## config.mk

```make
export PLATFORM = sky130hd
export DESIGN_NAME = shift_right_seq_flat
export DESIGN_NICKNAME = d
export VERILOG_FILES = /design/src/rtl/shift_right_seq_if.sv /design/src/rtl/shift_right_seq.sv /design/src/flat_wrapper.sv
export SDC_FILE = /design/constraint.sdc
export NUM_CORES = 1
export LEC_CHECK = 0
export CAP_MARGIN = 5
export CORE_MARGIN = 10
export CORE_UTILIZATION = 45
export DETAILED_ROUTE_END_ITERATION = 8
export GPL_TIMING_DRIVEN = 0
export PLACE_DENSITY_LB_ADDON = 0.08
export SYNTH_ARGS = -nofsm -noshare
export SYNTH_HDL_FRONTEND = slang
export SYNTH_SLANG_ARGS = --single-unit
```

## constraint.sdc

```tcl
create_clock -name clk -period 2.6 [get_ports clk]
set_clock_uncertainty 0.2 [all_clocks]
set_input_delay 0.26 -clock clk [delete_from_list [all_inputs] [get_ports clk]]
set_output_delay 0.26 -clock clk [all_outputs]
set_load 0.05 [all_outputs]
```

## src/rtl/shift_right_seq_if.sv

```systemverilog
// Handshake and data bundle for the sequential right shifter.
// The master drives the request; the slave (the shifter) returns the result and status.
interface shift_right_seq_if #(
  parameter int WIDTH   = 32,
  parameter int SHAMT_W = 5
);
  logic               start;
  logic               arith;
  logic [WIDTH-1:0]   in;
  logic [SHAMT_W-1:0] shamt;
  logic [WIDTH-1:0]   out;
  logic               busy;
  logic               done;

  modport master (output start, arith, in, shamt, input out, busy, done);
  modport slave  (input start, arith, in, shamt, output out, busy, done);
endinterface

```

## src/rtl/shift_right_seq.sv

```systemverilog
// Multi-cycle logical/arithmetic right shifter (IDLE -> SHIFT -> DONE).
// Optional macro SHIFT_RIGHT_FAST_EN: shift 4 bits per cycle while at least 4 remain.
module shift_right_seq #(
  parameter int WIDTH   = 32,
  parameter int SHAMT_W = 5
) (
  input  logic               clk,
  input  logic               reset,
  shift_right_seq_if.slave   bus
);

  typedef enum logic [1:0] {
    IDLE  = 2'd0,
    SHIFT = 2'd1,
    DONE  = 2'd2
  } state_t;

  state_t             state_r;
  logic [WIDTH-1:0]   work_r;
  logic [WIDTH-1:0]   out_r;
  logic [SHAMT_W-1:0] count_r;
  logic               mode_r;
  logic               busy_r;
  logic               done_r;

  logic [SHAMT_W-1:0] step_s;
  logic [SHAMT_W-1:0] count_next_s;
  logic [WIDTH-1:0]   work_next_s;

  // Step size, next shifted value and remaining count for one SHIFT cycle
  always_comb begin
    step_s = SHAMT_W'(1);
`ifdef SHIFT_RIGHT_FAST_EN
    if (count_r >= SHAMT_W'(4)) begin
      step_s = SHAMT_W'(4);
    end else begin
      step_s = SHAMT_W'(1);
    end
`endif
    work_next_s = work_r;
    if (mode_r) begin
      work_next_s = $signed(work_r) >>> step_s;
    end else begin
      work_next_s = work_r >> step_s;
    end
    count_next_s = count_r - step_s;
  end

  // Control FSM with registered datapath and status outputs
  always_ff @(posedge clk) begin
    if (reset) begin
      state_r <= IDLE;
      work_r  <= '0;
      out_r   <= '0;
      count_r <= '0;
      mode_r  <= 1'b0;
      busy_r  <= 1'b0;
      done_r  <= 1'b0;
    end else begin
      case (state_r)
        IDLE: begin
          if (bus.start) begin
            work_r  <= bus.in;
            count_r <= bus.shamt;
            mode_r  <= bus.arith;
            busy_r  <= 1'b1;
            if (bus.shamt == SHAMT_W'(0)) begin
              // Zero shift skips SHIFT entirely and publishes the operand as is
              out_r   <= bus.in;
              state_r <= DONE;
              done_r  <= 1'b1;
            end else begin
              state_r <= SHIFT;
              done_r  <= 1'b0;
            end
          end else begin
            busy_r <= 1'b0;
            done_r <= 1'b0;
          end
        end
        SHIFT: begin
          work_r  <= work_next_s;
          count_r <= count_next_s;
          if (count_next_s == SHAMT_W'(0)) begin
            out_r   <= work_next_s;
            state_r <= DONE;
            done_r  <= 1'b1;
          end else begin
            done_r <= 1'b0;
          end
        end
        DONE: begin
          state_r <= IDLE;
          busy_r  <= 1'b0;
          done_r  <= 1'b0;
        end
        default: begin
          state_r <= IDLE;
          busy_r  <= 1'b0;
          done_r  <= 1'b0;
        end
      endcase
    end
  end

  assign bus.out  = out_r;
  assign bus.busy = busy_r;
  assign bus.done = done_r;

endmodule

```

## src/flat_wrapper.sv

```systemverilog
// flat-port wrapper written by rule: the top's interface ports become plain ports
module shift_right_seq_flat 
#(
  parameter int WIDTH   = 32,
  parameter int SHAMT_W = 5
)
  (clk, reset, bus_start, bus_arith, bus_in, bus_shamt, bus_out, bus_busy, bus_done);
  shift_right_seq_if #(.WIDTH(WIDTH), .SHAMT_W(SHAMT_W)) bus_i ();
  input  logic clk;
  input  logic reset;
  input wire logic [$bits(bus_i.start)-1:0] bus_start;
  input wire logic [$bits(bus_i.arith)-1:0] bus_arith;
  input wire logic [$bits(bus_i.in)-1:0] bus_in;
  input wire logic [$bits(bus_i.shamt)-1:0] bus_shamt;
  output wire logic [$bits(bus_i.out)-1:0] bus_out;
  output wire logic [$bits(bus_i.busy)-1:0] bus_busy;
  output wire logic [$bits(bus_i.done)-1:0] bus_done;
  assign bus_i.start = bus_start;
  assign bus_i.arith = bus_arith;
  assign bus_i.in = bus_in;
  assign bus_i.shamt = bus_shamt;
  assign bus_out = bus_i.out;
  assign bus_busy = bus_i.busy;
  assign bus_done = bus_i.done;
  shift_right_seq #(.WIDTH(WIDTH), .SHAMT_W(SHAMT_W)) u_core (.clk(clk), .reset(reset), .bus(bus_i));
endmodule
```

=== After elaboration in Yosys (flattened, before gate mapping) ===
Cells that the tools add are included.

* Bits in registers: 74
* Latch bits: 0
* Memory bits (writable): 0
* Memory bits (read-only): 0
* Bits of input ports: 41
* Output and inout port bits: 34
* Word-level logic and storage cells: 39
* Memories: 0

* Add/sub/neg operators: 1
* Multiply operators: 0
* Divide/modulo/power cells: 0
* Order comparisons: 0
* Eq/ne operators: 4
* Shifts and indexed selects: 0
* Mux-type cells: 19
* Bitwise logic cells: 0
* Reduce and logical (&&, ||, !) cells: 8

{| class="wikitable"
|+ Operator list
! cell !! number
|-
| 2-to-1 mux 32 bit || 5
|-
| case mux 32 bit (2 select lines) || 2
|-
| logical NOT 5 bit || 2
|-
| case mux 5 bit (2 select lines) || 1
|-
| 2-to-1 mux 2 bit || 3
|-
| AND reduction 2 bit || 3
|-
| 2-to-1 mux 5 bit || 1
|-
| subtractor 5 x 1 -> 5 bit (second input constant) || 1
|-
| 2-to-1 mux 1 bit || 4
|-
| inequality test 2 x 1 -> 1 bit (second input constant) || 2
|-
| case mux 1 bit (2 select lines) || 2
|-
| case mux 2 bit (2 select lines) || 1
|-
| AND reduction 4 bit || 1
|-
| equality test 2 x 1 -> 1 bit (second input constant) || 1
|-
| logical NOT 2 bit || 1
|-
| inequality test 2 bit (second input constant) || 1
|-
| nonzero test 2 bit || 1
|}

=== Logic depth before layout (Yosys ltp) ===
Gate-level depths: netlist of the first run.

* Word-level depth: 4
* Depth in mapped cells: 7
* Mapped depth without buffers: 6

=== Least setup slack after synthesis of the first run ===
Ideal clock, no wire load.

* Kind: reg-to-reg
* Start: register u_core.count_r[0]
* End: register u_core.out_r[31], in the netlist u_core.bus.out[31]
* Library setup time: 0.121 ns
* Data arrival time: 1.643 ns
* Path slack: 0.636 ns
* Cell stages (with the launch flop): 7
* Buffers on the path: 0
* Clock period less this slack: 1.964 ns
* Cell sequence: dfxtp_1 inv_1 ha_1 nor4b_1 and3_4 o311a_4 mux2_4

* Longest elaborated chain between the ends: 4

{| class="wikitable"
|+ Ends and longest elaborated chain
! element !! RTL line !! source
|-
| start: declaration || shift_right_seq.sv:21 || <nowiki>logic [SHAMT_W-1:0] count_r;</nowiki>
|-
| start signal: assignment || shift_right_seq.sv:64 || <nowiki>count_r <= bus.shamt;</nowiki>
|-
| start signal: assignment || shift_right_seq.sv:83 || <nowiki>count_r <= count_next_s;</nowiki>
|-
| subtractor 5 x 1 -> 5 bit || shift_right_seq.sv:46 || <nowiki>count_next_s = count_r - step_s;</nowiki>
|-
| logical NOT 5 bit || shift_right_seq.sv:84 || <nowiki>if (count_next_s == SHAMT_W'(0)) begin</nowiki>
|-
| inequality test 2 x 1 -> 1 bit (no line) || -- ||
|-
| AND reduction 4 bit (no line) || -- ||
|-
| end signal: assignment || shift_right_seq.sv:69 || <nowiki>out_r <= bus.in;</nowiki>
|-
| end signal: assignment || shift_right_seq.sv:85 || <nowiki>out_r <= work_next_s;</nowiki>
|-
| end: declaration || shift_right_seq.sv:20 || <nowiki>logic [WIDTH-1:0] out_r;</nowiki>
|}

No other way between the ends.
A chain may end at the register's enable or synchronous reset.

=== Final worst setup path of the first run ===
Same ends and word-level chain as after synthesis.

==> results of run 1 <==
[through the flow]
| stage | worst slack [ns] | power (mW) | hold WS (ns) |
|---|---|---|---|
| after floorplan | 0.636 | 1.59 | 0.176 |
| after detailed placement | 0.100 | 1.77 | 0.276 |
| after global routing | 0.228 | 2.83 | 0.315 |
| final | 0.386 | 2.70 | 0.284 |
| after CTS | 0.399 | 2.71 | 0.288 |
| after global placement | 0.103 | 1.76 | 0.267 |
[state kept, by name, indices dropped and copies added, names as in the netlist]
register / cells
u_core.bus.busy: 1
u_core.state_r: 2
u_core.work_r: 31
u_core.mode_r: 1
u_core.bus.done: 1
u_core.bus.out: 32
u_core.count_r: 5
[worst paths after layout]
path	start	end	slack, ns	cells after the start
worst max-delay path	u_core.count_r[0]$_SDFFE_PP0P_	u_core.bus.out[31]$_SDFFE_PP0P_	0.39	6
worst min-delay path	u_core.mode_r$_SDFFE_PP0P_	u_core.mode_r$_SDFFE_PP0P_	0.28	2
worst max register to register	u_core.count_r[0]$_SDFFE_PP0P_	u_core.bus.out[31]$_SDFFE_PP0P_	0.39	6
worst min register to register	u_core.mode_r$_SDFFE_PP0P_	u_core.mode_r$_SDFFE_PP0P_	0.28	2
[power breakdown]
group / internal, mW / leakage, nW / switching, mW
Clock: 0.520 / 0.105 / 0.434
Sequential: 1.19 / 0.598 / 0.0593
Combinational: 0.203 / 0.932 / 0.290
Total: 1.92 / 1.63 / 0.783
[synthesized netlist by cell type, drive strengths merged, types with 2 or more instances]
master	number	share of area
nand2	95	0.10
dfxtp	73	0.41
nor2	40	0.042
inv	36	0.038
nand2b	32	0.056
o221ai	31	0.13
a311oi	30	0.074
clkbuf	19	0.020
buf	15	0.026
o21ai	8	0.012
a211oi	7	0.015
nor3	6	0.0085
nor4b	3	0.0092
a21oi	2	0.0028
a221oi	2	0.0049
and3	2	0.0049
ha	2	0.0071
xnor2	2	0.0049
[area by class of cell]
type,instances,area [µm²],area share
Multi-Input combinational cell,274,1790,0.386
Sequential cell,73,1460,0.316
Timing Repair Buffer,74,741,0.160
Clock buffer,12,165,0.0357
Buffer,34,163,0.0351
Inverter,36,135,0.0292
Tap cell,102,128,0.0276
Clock inverter,4,50.0,0.0108
[per-layer routing]
layer / share of wire / track usage / vias to the layer above
met5: 0 / 0 / -
met4: 0.012 / 0.0537 / 0
met3: 0.065 / 0.0442 / 9
met2: 0.47 / 0.263 / 67
met1: 0.46 / 0.204 / 1503
li1: - / - / 1611
[worst max-delay path, stage by stage (launching register included)]
cell and delay, ns:
dfxtp_1 0.43, inv_1 0.09, ha_1 0.25, nor4b_1 0.30, and3_4 0.28, o311a_4 0.25
mux2_4 0.31
[logic make-up after synthesis]
| family | after synthesis | synth area share |
|---|---|---|
| adders and majority gates | 2 | 0.00706 |
| buffers and inverters | 70 | 0.0840 |
| and+or+nand+nor | 185 | 0.235 |
| xor gates and xnor gates | 2 | 0.00494 |
| muxes | 1 | 0.00423 |
| AOI/OAI and AO/OA | 84 | 0.252 |
| DFF | 73 | 0.412 |
==> impl_metrics.env, run 1 <==
export IMPL_min_path_type="register to register"
export IMPL_grt_max_degree=13
export IMPL_finalSetupTns_ns=0
export IMPL_dieHeight_um=109
export IMPL_syn_avg_cell_area_um2=8.50
export IMPL_placed_cell_area_um2=4410
export IMPL_p_per_area_nw_per_um2=583
export IMPL_yosysWarnings=0
export IMPL_cts_setup_buffers=0
export IMPL_crit_type="register to register"
export IMPL_drive_above_1_share=0.128
export IMPL_synthFlopType="dfxtp_1"
export IMPL_relSlewSlack=0.652
export IMPL_ant_nets=0
export IMPL_hold_viol_final=0
export IMPL_drt_iter0_markers=80
export IMPL_insertion_delay_ns=0.35
export IMPL_tightest_slew_ns=0.518
export IMPL_crit_fanout=6
export IMPL_layout_common_cells="nand2_1, clkdlybuf4s50_1, dfxtp_1"
export IMPL_root_buffer="clkbuf_8"
export IMPL_clk_transition_reported_paths_ns=0.08
export IMPL_yosysSeqAreaShare=0.412
export IMPL_cp_start_kind="register"
export IMPL_port_buffers=74
export IMPL_io_pins=75
export IMPL_final_util=0.602
export IMPL_drc=0
export IMPL_cts_max_path_buffers=2
export IMPL_core_um2=7690
export IMPL_vdd_drop_max_v=0.000264
export IMPL_first_global_vias=3259
export IMPL_vias=3190
export IMPL_antenna_found_initial=0
export IMPL_fin_crit_sh=0.851
export IMPL_synth_nets=460
export IMPL_vias_per_cell=5.24
export IMPL_wl_mm=9.39
export IMPL_drt_first_pass_iters=6
export IMPL_cp_required_ns=2.64
export IMPL_maxCapViolations=0
export IMPL_die_w_um=109
export IMPL_gp_congestion=0.814
export IMPL_fin_cells=609
export IMPL_synth_async_reset_ratio=0
export IMPL_synth_cell_types=37
export IMPL_syn2layout_area_growth_pct=30.6
export IMPL_grt_pass1_wl_mm=15.7
export IMPL_ctsHoldBuffers=0
export IMPL_drv_slew=0
export IMPL_ys_ff_latch=73
export IMPL_status="completed"
export IMPL_numCtsBuffers=9
export IMPL_hpwl_mm=6.82
export IMPL_start_util=0.461
export IMPL_arrival_ns=2.25
export IMPL_design_area_um2=4630
export IMPL_fill_cells=747
export IMPL_final_common_cell="nand2_1"
export IMPL_cts_sinks=73
export IMPL_finalSetupViolations=0
export IMPL_placed_cells=593
export IMPL_syn_cell_area_um2=3550
export IMPL_grt_use_total=0.162
export IMPL_rsz0062_at_grt="false"
export IMPL_grt_overflow_total=0
export IMPL_fin_nets=545
export IMPL_cts_tree="built"
export IMPL_num_antenna_cells=0
export IMPL_cp_end_kind="register"
export IMPL_h_tree_depth=3
export IMPL_cts_resized=0
export IMPL_period_needed_ns=2.21
export IMPL_power_leakage_nw=1.63
export IMPL_synth_edf_count=0
export IMPL_fp_dieArea_um2=11800
export IMPL_syn_inst=417
export IMPL_rows=32
export IMPL_wl_per_cell_um=15.4
export IMPL_fmax_ghz=0.452
Note: power is estimated with default switching activity, not from simulation.
==> run 2: changes to the inputs <==
--- a/config.mk
+++ b/config.mk
@@ -5,10 +5,12 @@
 export SDC_FILE = /design/constraint.sdc
 export NUM_CORES = 1
 export LEC_CHECK = 0
-export CAP_MARGIN = 5
+export ABC_AREA = 1
+export CAP_MARGIN = 30
 export CORE_MARGIN = 10
 export CORE_UTILIZATION = 45
 export DETAILED_ROUTE_END_ITERATION = 8
+export GPL_ROUTABILITY_DRIVEN = 0
 export GPL_TIMING_DRIVEN = 0
 export PLACE_DENSITY_LB_ADDON = 0.08
 export SYNTH_ARGS = -nofsm -noshare
==> impl_metrics.env, run 2 <==
export IMPL_status="completed"
export IMPL_worstHoldEndpoint="u_core.bus.out[23]$_SDFFE_PP0P_"
export IMPL_synthMostInstantiatedCell="nor2_1"
export IMPL_synth_cell_types=26
export IMPL_fmax_ghz=0.497
export IMPL_syn2layout_area_growth_pct=34.6
export IMPL_min_delay_start="u_core.bus.out[23]$_SDFFE_PP0P_"
export IMPL_path_cells="clkdlybuf4s50_1"
export IMPL_num_antenna_cells=0
export IMPL_syn_inst=402
export IMPL_drive_above_1_share=0.0935
export IMPL_netlist_top_cells_count="nor2_1, dfxtp_1, nand2_1"
export IMPL_cpPeakStageDelay_ns=0.83
export IMPL_drt_iter0_markers=122
export IMPL_wl_per_cell_um=14.3
export IMPL_tightest_slew_ns=0.525
export IMPL_rows=30
export IMPL_fin_crit_sh=0.774
export IMPL_r2r_slack_ns=0.61
export IMPL_relSlewSlack=0.649
export IMPL_synthFlopType="dfxtp_1"
export IMPL_drv_slew=0
export IMPL_fp_dieArea_um2=10700
export IMPL_root_buffer="clkbuf_8"
export IMPL_cp_start_kind="register"
export IMPL_wl_mm=8.39
export IMPL_grt_use_total=0.156
export IMPL_hpwl_mm=6.14
export IMPL_netlist_top_cell_by_area="dfxtp_1"
export IMPL_clk_transition_reported_paths_ns=0.08
export IMPL_vdd_drop_max_v=0.000270
export IMPL_rr_endpoint="u_core.bus.out[29]$_SDFFE_PP0P_"
export IMPL_vias_per_cell=5.00
export IMPL_port_buffers=74
export IMPL_syn_cell_area_um2=3150
export IMPL_synth_edf_count=0
export IMPL_cts_max_path_buffers=2
export IMPL_dieHeight_um=104
export IMPL_period_needed_ns=2.01
export IMPL_core_um2=6790
export IMPL_finalSetupTns_ns=0
export IMPL_cp_end_kind="output port"
export IMPL_crit_buf_inv=1
export IMPL_vias=2941
export IMPL_ys_ff_latch=73
export IMPL_antenna_found_initial=0
export IMPL_synth_nets=445
export IMPL_min_path_type="register to register"
export IMPL_maxCapViolations=0
export IMPL_arrival_ns=1.55
export IMPL_drt_first_pass_iters=4
export IMPL_grt_overflow_total=0
export IMPL_cts_setup_buffers=0
export IMPL_critPathTopFamily="buffers and inverters"
export IMPL_io_pins=75
export IMPL_drc=0
export IMPL_layout_common_cells="nor2_1, clkdlybuf4s50_1, dfxtp_1"
export IMPL_syn_avg_cell_area_um2=7.82
export IMPL_r2r_cells=11
export IMPL_grt_max_degree=13
export IMPL_crit_cells=1
export IMPL_seqCellArea_um2=1460
export IMPL_crit_slowest_cell="clkdlybuf4s50_1"
export IMPL_ys_top_cells_by_area="dfxtp_1, mux2i_1, nor2_1"
export IMPL_cts_tree="built"
export IMPL_hold_viol_final=0
export IMPL_ant_nets=0
export IMPL_start_util=0.463
export IMPL_die_w_um=104
export IMPL_synth_top_area_share=0.465
export IMPL_fin_nets=530
export IMPL_crit_type="register to output port"
export IMPL_numCtsBuffers=9
export IMPL_timing_hold_worst_path_depth=2
export IMPL_yosysWarnings=0
export IMPL_multi_input_area_um2=1460
export IMPL_ctsHoldBuffers=0
export IMPL_power_leakage_nw=1.86
export IMPL_r2r_start="u_core.count_r[0]$_SDFFE_PP0P_"
export IMPL_cts_resized=0
export IMPL_grt_pass1_wl_mm=14.0
export IMPL_first_global_vias=2971
export IMPL_insertion_delay_ns=0.35
export IMPL_fill_cells=649
export IMPL_cts_sinks=73
export IMPL_yosysSeqAreaShare=0.465
export IMPL_h_tree_depth=3
export IMPL_largest_reg_flops=32
export IMPL_finalSetupViolations=0
export IMPL_placed_cell_area_um2=4010
export IMPL_crit_fanout=2
export IMPL_cp_required_ns=2.14
export IMPL_rsz0062_at_grt="false"
export IMPL_synth_async_reset_ratio=0
export IMPL_design_area_um2=4240
export IMPL_p_per_area_nw_per_um2=678
export IMPL_final_common_cell="nor2_1"
run 2: changes by cell type after synthesis, sizes merged, moves of 31 or more:
cell / before / now
a21oi: 2 / 35
nand2: 95 / 53
nand2b: 32 / 0
nand3: 1 / 37
nor2: 40 / 78
o221ai: 31 / 0
run 2: worst max path at each step:
stage | to | slack (ns) | startpoint
floorplan | u_core.bus.out[20]$_SDFFE_PP0P_ | 0.86 | u_core.count_r[0]$_SDFFE_PP0P_
global placement | u_core.bus.out[29]$_SDFFE_PP0P_ | 0.30 | reset
detailed placement | u_core.bus.out[29]$_SDFFE_PP0P_ | 0.23 | reset
CTS | bus_out[0] | 0.58 | u_core.bus.out[0]$_SDFFE_PP0P_
global route | u_core.bus.out[29]$_SDFFE_PP0P_ | 0.35 | u_core.count_r[0]$_SDFFE_PP0P_
finish | bus_out[0] | 0.59 | u_core.bus.out[0]$_SDFFE_PP0P_
run 2: cell families (layout without fill, tap and decap cells):
family	Yosys count	after routing	share of synthesized area
simple gates	172	172	0.232
compound gates	78	78	0.130
flops	73	73	0.465
buf+inv	48	138	0.0724
mux	29	29	0.0923
fa+ha+maj	2	2	0.00795
run 2: final cells by class:
| cell class | count | share of cell area |
|---|---|---|
| plain buffers | 27 | 0.0352 |
| clock buffers | 12 | 0.0366 |
| clock inverters | 4 | 0.0174 |
| inverters | 21 | 0.0186 |
| multi-input cells | 281 | 0.344 |
| flip-flops and latches | 73 | 0.345 |
| well taps | 96 | 0.0284 |
| repair buffers | 74 | 0.175 |
run 2: report_power, final:
group	leakage, nW	total (mW)	switching (mW)	internal [mW]
Sequential	0.599	1.25	0.0458	1.21
Combinational	1.14	0.591	0.356	0.236
Clock	0.117	1.03	0.432	0.596
run 2: per-layer routing:
| metal | track usage | share of wire | vias up |
|---|---|---|---|
| met1 | 0.185 | 0.47 | 1343 |
| met3 | 0.0440 | 0.060 | 17 |
| met4 | 0.0635 | 0.018 | 0 |
| met2 | 0.257 | 0.45 | 80 |
| li1 | - | - | 1501 |
| met5 | 0 | 0 | - |
run 2: worst reg2reg max path, cell delays in order (launching register included):
cell and delay (ns):
dfxtp_1 0.36, inv_1 0.09, ha_1 0.26, nand2_1 0.08, nand2_1 0.07, nor2_2 0.12
nand3_1 0.09, nand2_1 0.13, buf_2 0.24, nand3_1 0.10, nand2_1 0.09, nor2_1 0.05
run 2: metrics by stage:
stage	power, mW	cells	utilization	worst slack [ns]	hold slack (ns)
floorplan	1.67	402	-	0.857	0.129
global placement	1.86	572	0.590	0.303	0.262
detailed placement	1.87	572	0.590	0.233	0.271
CTS	2.89	588	0.623	0.581	0.288
global route	3.01	588	0.623	0.352	0.307
finish	2.87	588	0.623	0.587	0.281
==> run 3: changes to the inputs <==
==> constraint.sdc (replaced) <==
create_clock -name clk -period 1.9 [get_ports clk]
set_clock_uncertainty 0.2 [all_clocks]
set_input_delay 0.19 -clock clk [delete_from_list [all_inputs] [get_ports clk]]
set_output_delay 0.19 -clock clk [all_outputs]
set_load 0.05 [all_outputs]
==> impl_metrics.env, run 3 (synthesis gave the netlist of run 2 again) <==
export IMPL_vias_per_cell=5.05
export IMPL_drt_first_pass_iters=4
export IMPL_r2r_start="u_core.count_r[0]$_SDFFE_PP0P_"
export IMPL_clk_transition_reported_paths_ns=0.07
export IMPL_placed_cells=572
export IMPL_dieHeight_um=104
export IMPL_crit_fanout=2
export IMPL_cts_sinks=73
export IMPL_cpPeakStageDelay_ns=0.80
export IMPL_wl_per_cell_um=14.8
export IMPL_antenna_found_initial=0
export IMPL_core_um2=6790
export IMPL_layout_common_cells="nor2_1, dfxtp_1, nand2_1"
export IMPL_timing_hold_worst_path_depth=3
export IMPL_start_util=0.463
export IMPL_syn2layout_area_growth_pct=42.6
export IMPL_status="completed"
export IMPL_arrival_ns=1.47
export IMPL_fmax_ghz=0.537
export IMPL_h_tree_depth=3
export IMPL_grt_overflow_total=0
export IMPL_grt_pass1_wl_mm=14.1
export IMPL_grt_use_total=0.156
export IMPL_path_cells="clkdlybuf4s50_1"
export IMPL_rr_endpoint="u_core.bus.out[18]$_SDFFE_PP0P_"
export IMPL_finalSetupViolations=0
export IMPL_drive_above_1_share=0.137
export IMPL_grt_max_degree=13
export IMPL_vias=3025
export IMPL_min_delay_start="bus_shamt[2]"
export IMPL_num_antenna_cells=0
export IMPL_period_needed_ns=1.86
export IMPL_maxCapViolations=0
export IMPL_tightest_slew_ns=0.514
export IMPL_fin_cells=599
export IMPL_crit_buf_inv=1
export IMPL_first_global_vias=2966
export IMPL_ant_nets=0
export IMPL_root_buffer="clkbuf_8"
export IMPL_final_common_cell="nor2_1"
export IMPL_min_path_type="input port to register"
export IMPL_cts_max_path_buffers=2
export IMPL_cp_end_kind="output port"
export IMPL_drv_slew=0
export IMPL_pre_cts_ws_ns=-0.397
export IMPL_numCtsBuffers=9
export IMPL_cp_required_ns=1.51
export IMPL_die_w_um=104
export IMPL_cp_start_kind="register"
export IMPL_crit_type="register to output port"
export IMPL_fin_ws_ns=0.0365
export IMPL_rows=30
export IMPL_worstHoldEndpoint="u_core.count_r[2]$_SDFFE_PP0P_"
export IMPL_fin_crit_sh=0.981
export IMPL_relSlewSlack=0.656
export IMPL_port_buffers=74
export IMPL_drc=0
export IMPL_r2r_slack_ns=0.10
export IMPL_fin_nets=541
export IMPL_hpwl_mm=6.14
export IMPL_fp_dieArea_um2=10700
export IMPL_largest_reg_flops=32
export IMPL_power_leakage_nw=2.41
export IMPL_crit_slowest_cell="clkdlybuf4s50_1"
export IMPL_io_pins=75
export IMPL_critPathTopFamily="buffers and inverters"
export IMPL_drt_iter0_markers=133
export IMPL_wl_mm=8.85
export IMPL_vdd_drop_max_v=0.000425
export IMPL_cts_tree="built"
export IMPL_p_per_area_nw_per_um2=899
export IMPL_r2r_cells=12
export IMPL_insertion_delay_ns=0.35
export IMPL_hold_viol_final=0
==> run 3: cell types whose count changed in the layout (fill, tap and decap cells not counted), moves of 3 or more <==
cell / previous run / this run
buf_2: 11 / 7
dlygate4sd2_1: 0 / 8
nand2_1: 49 / 46
buf_8: 0 / 3
dlymetal6s2s_1: 0 / 24
buf_4: 1 / 9
clkdlybuf4s50_1: 74 / 42
==> run 3: metrics by stage <==
step	instance area, µm²	util	setup TNS (ns)	hold WS, ns	power [mW]
detailed placement	4010	0.590	-6.79	0.271	2.56
global placement	4010	0.590	-5.01	0.262	2.54
finish	4480	0.660	0	0.244	4.03
global route	4480	0.660	-0.405	0.258	4.21
CTS	4250	0.626	0	0.241	3.96
floorplan	3150	-	0	0.0591	2.29
==> run 3: area by class of cell <==
class,instances,area (µm²)
fillers,620,2310
multi-input cells,281,1500
flip-flops and latches,73,1470
repair buffers,85,907
plain buffers,27,184
clock buffers,12,155
well taps,96,120
inverters,21,81.3
clock inverters,4,73.8
==> run 3: how the worst max path moves through the flow <==
stage / to / depth (start not counted) / slack [ns] / start
floorplan: u_core.bus.out[20]$_SDFFE_PP0P_ / 11 / 0.16 / u_core.count_r[0]$_SDFFE_PP0P_
global placement: u_core.bus.out[29]$_SDFFE_PP0P_ / 6 / -0.33 / reset
detailed placement: u_core.bus.out[29]$_SDFFE_PP0P_ / 6 / -0.40 / reset
CTS: bus_out[28] / 1 / 0.001 / u_core.bus.out[28]$_SDFFE_PP0P_
global route: u_core.bus.out[13]$_SDFFE_PP0P_ / 12 / -0.03 / u_core.count_r[0]$_SDFFE_PP0P_
finish: bus_out[17] / 1 / 0.04 / u_core.bus.out[17]$_SDFFE_PP0P_
==> run 3: what timing repair did <==
| item | 4_1_cts | 5_1_grt |
|---|---|---|
| gates resized for setup | 15 | 49 |
| setup buffers | 1 | 7 |
| endpoints found under the setup margin | 37 | 59 |
| pin swaps | 1 | 6 |
| hold buffers | 0 | 0 |
| cloned | 0 | 3 |
==> run 3: per-layer routing <==
metal	routed length, µm	vias to the layer above	track usage
met5	0	-	0
li1	-	1522	-
met2	4120	87	0.257
met4	150	0	0.0635
met3	421	18	0.0434
met1	4160	1398	0.186
==> run 3: power breakdown <==
| part | switching [mW] | internal (mW) | total [mW] |
|---|---|---|---|
| clock network | 0.602 | 0.815 | 1.42 |
| logic | 0.523 | 0.376 | 0.898 |
| registers | 0.0642 | 1.65 | 1.72 |
| total | 1.19 | 2.84 | 4.03 |
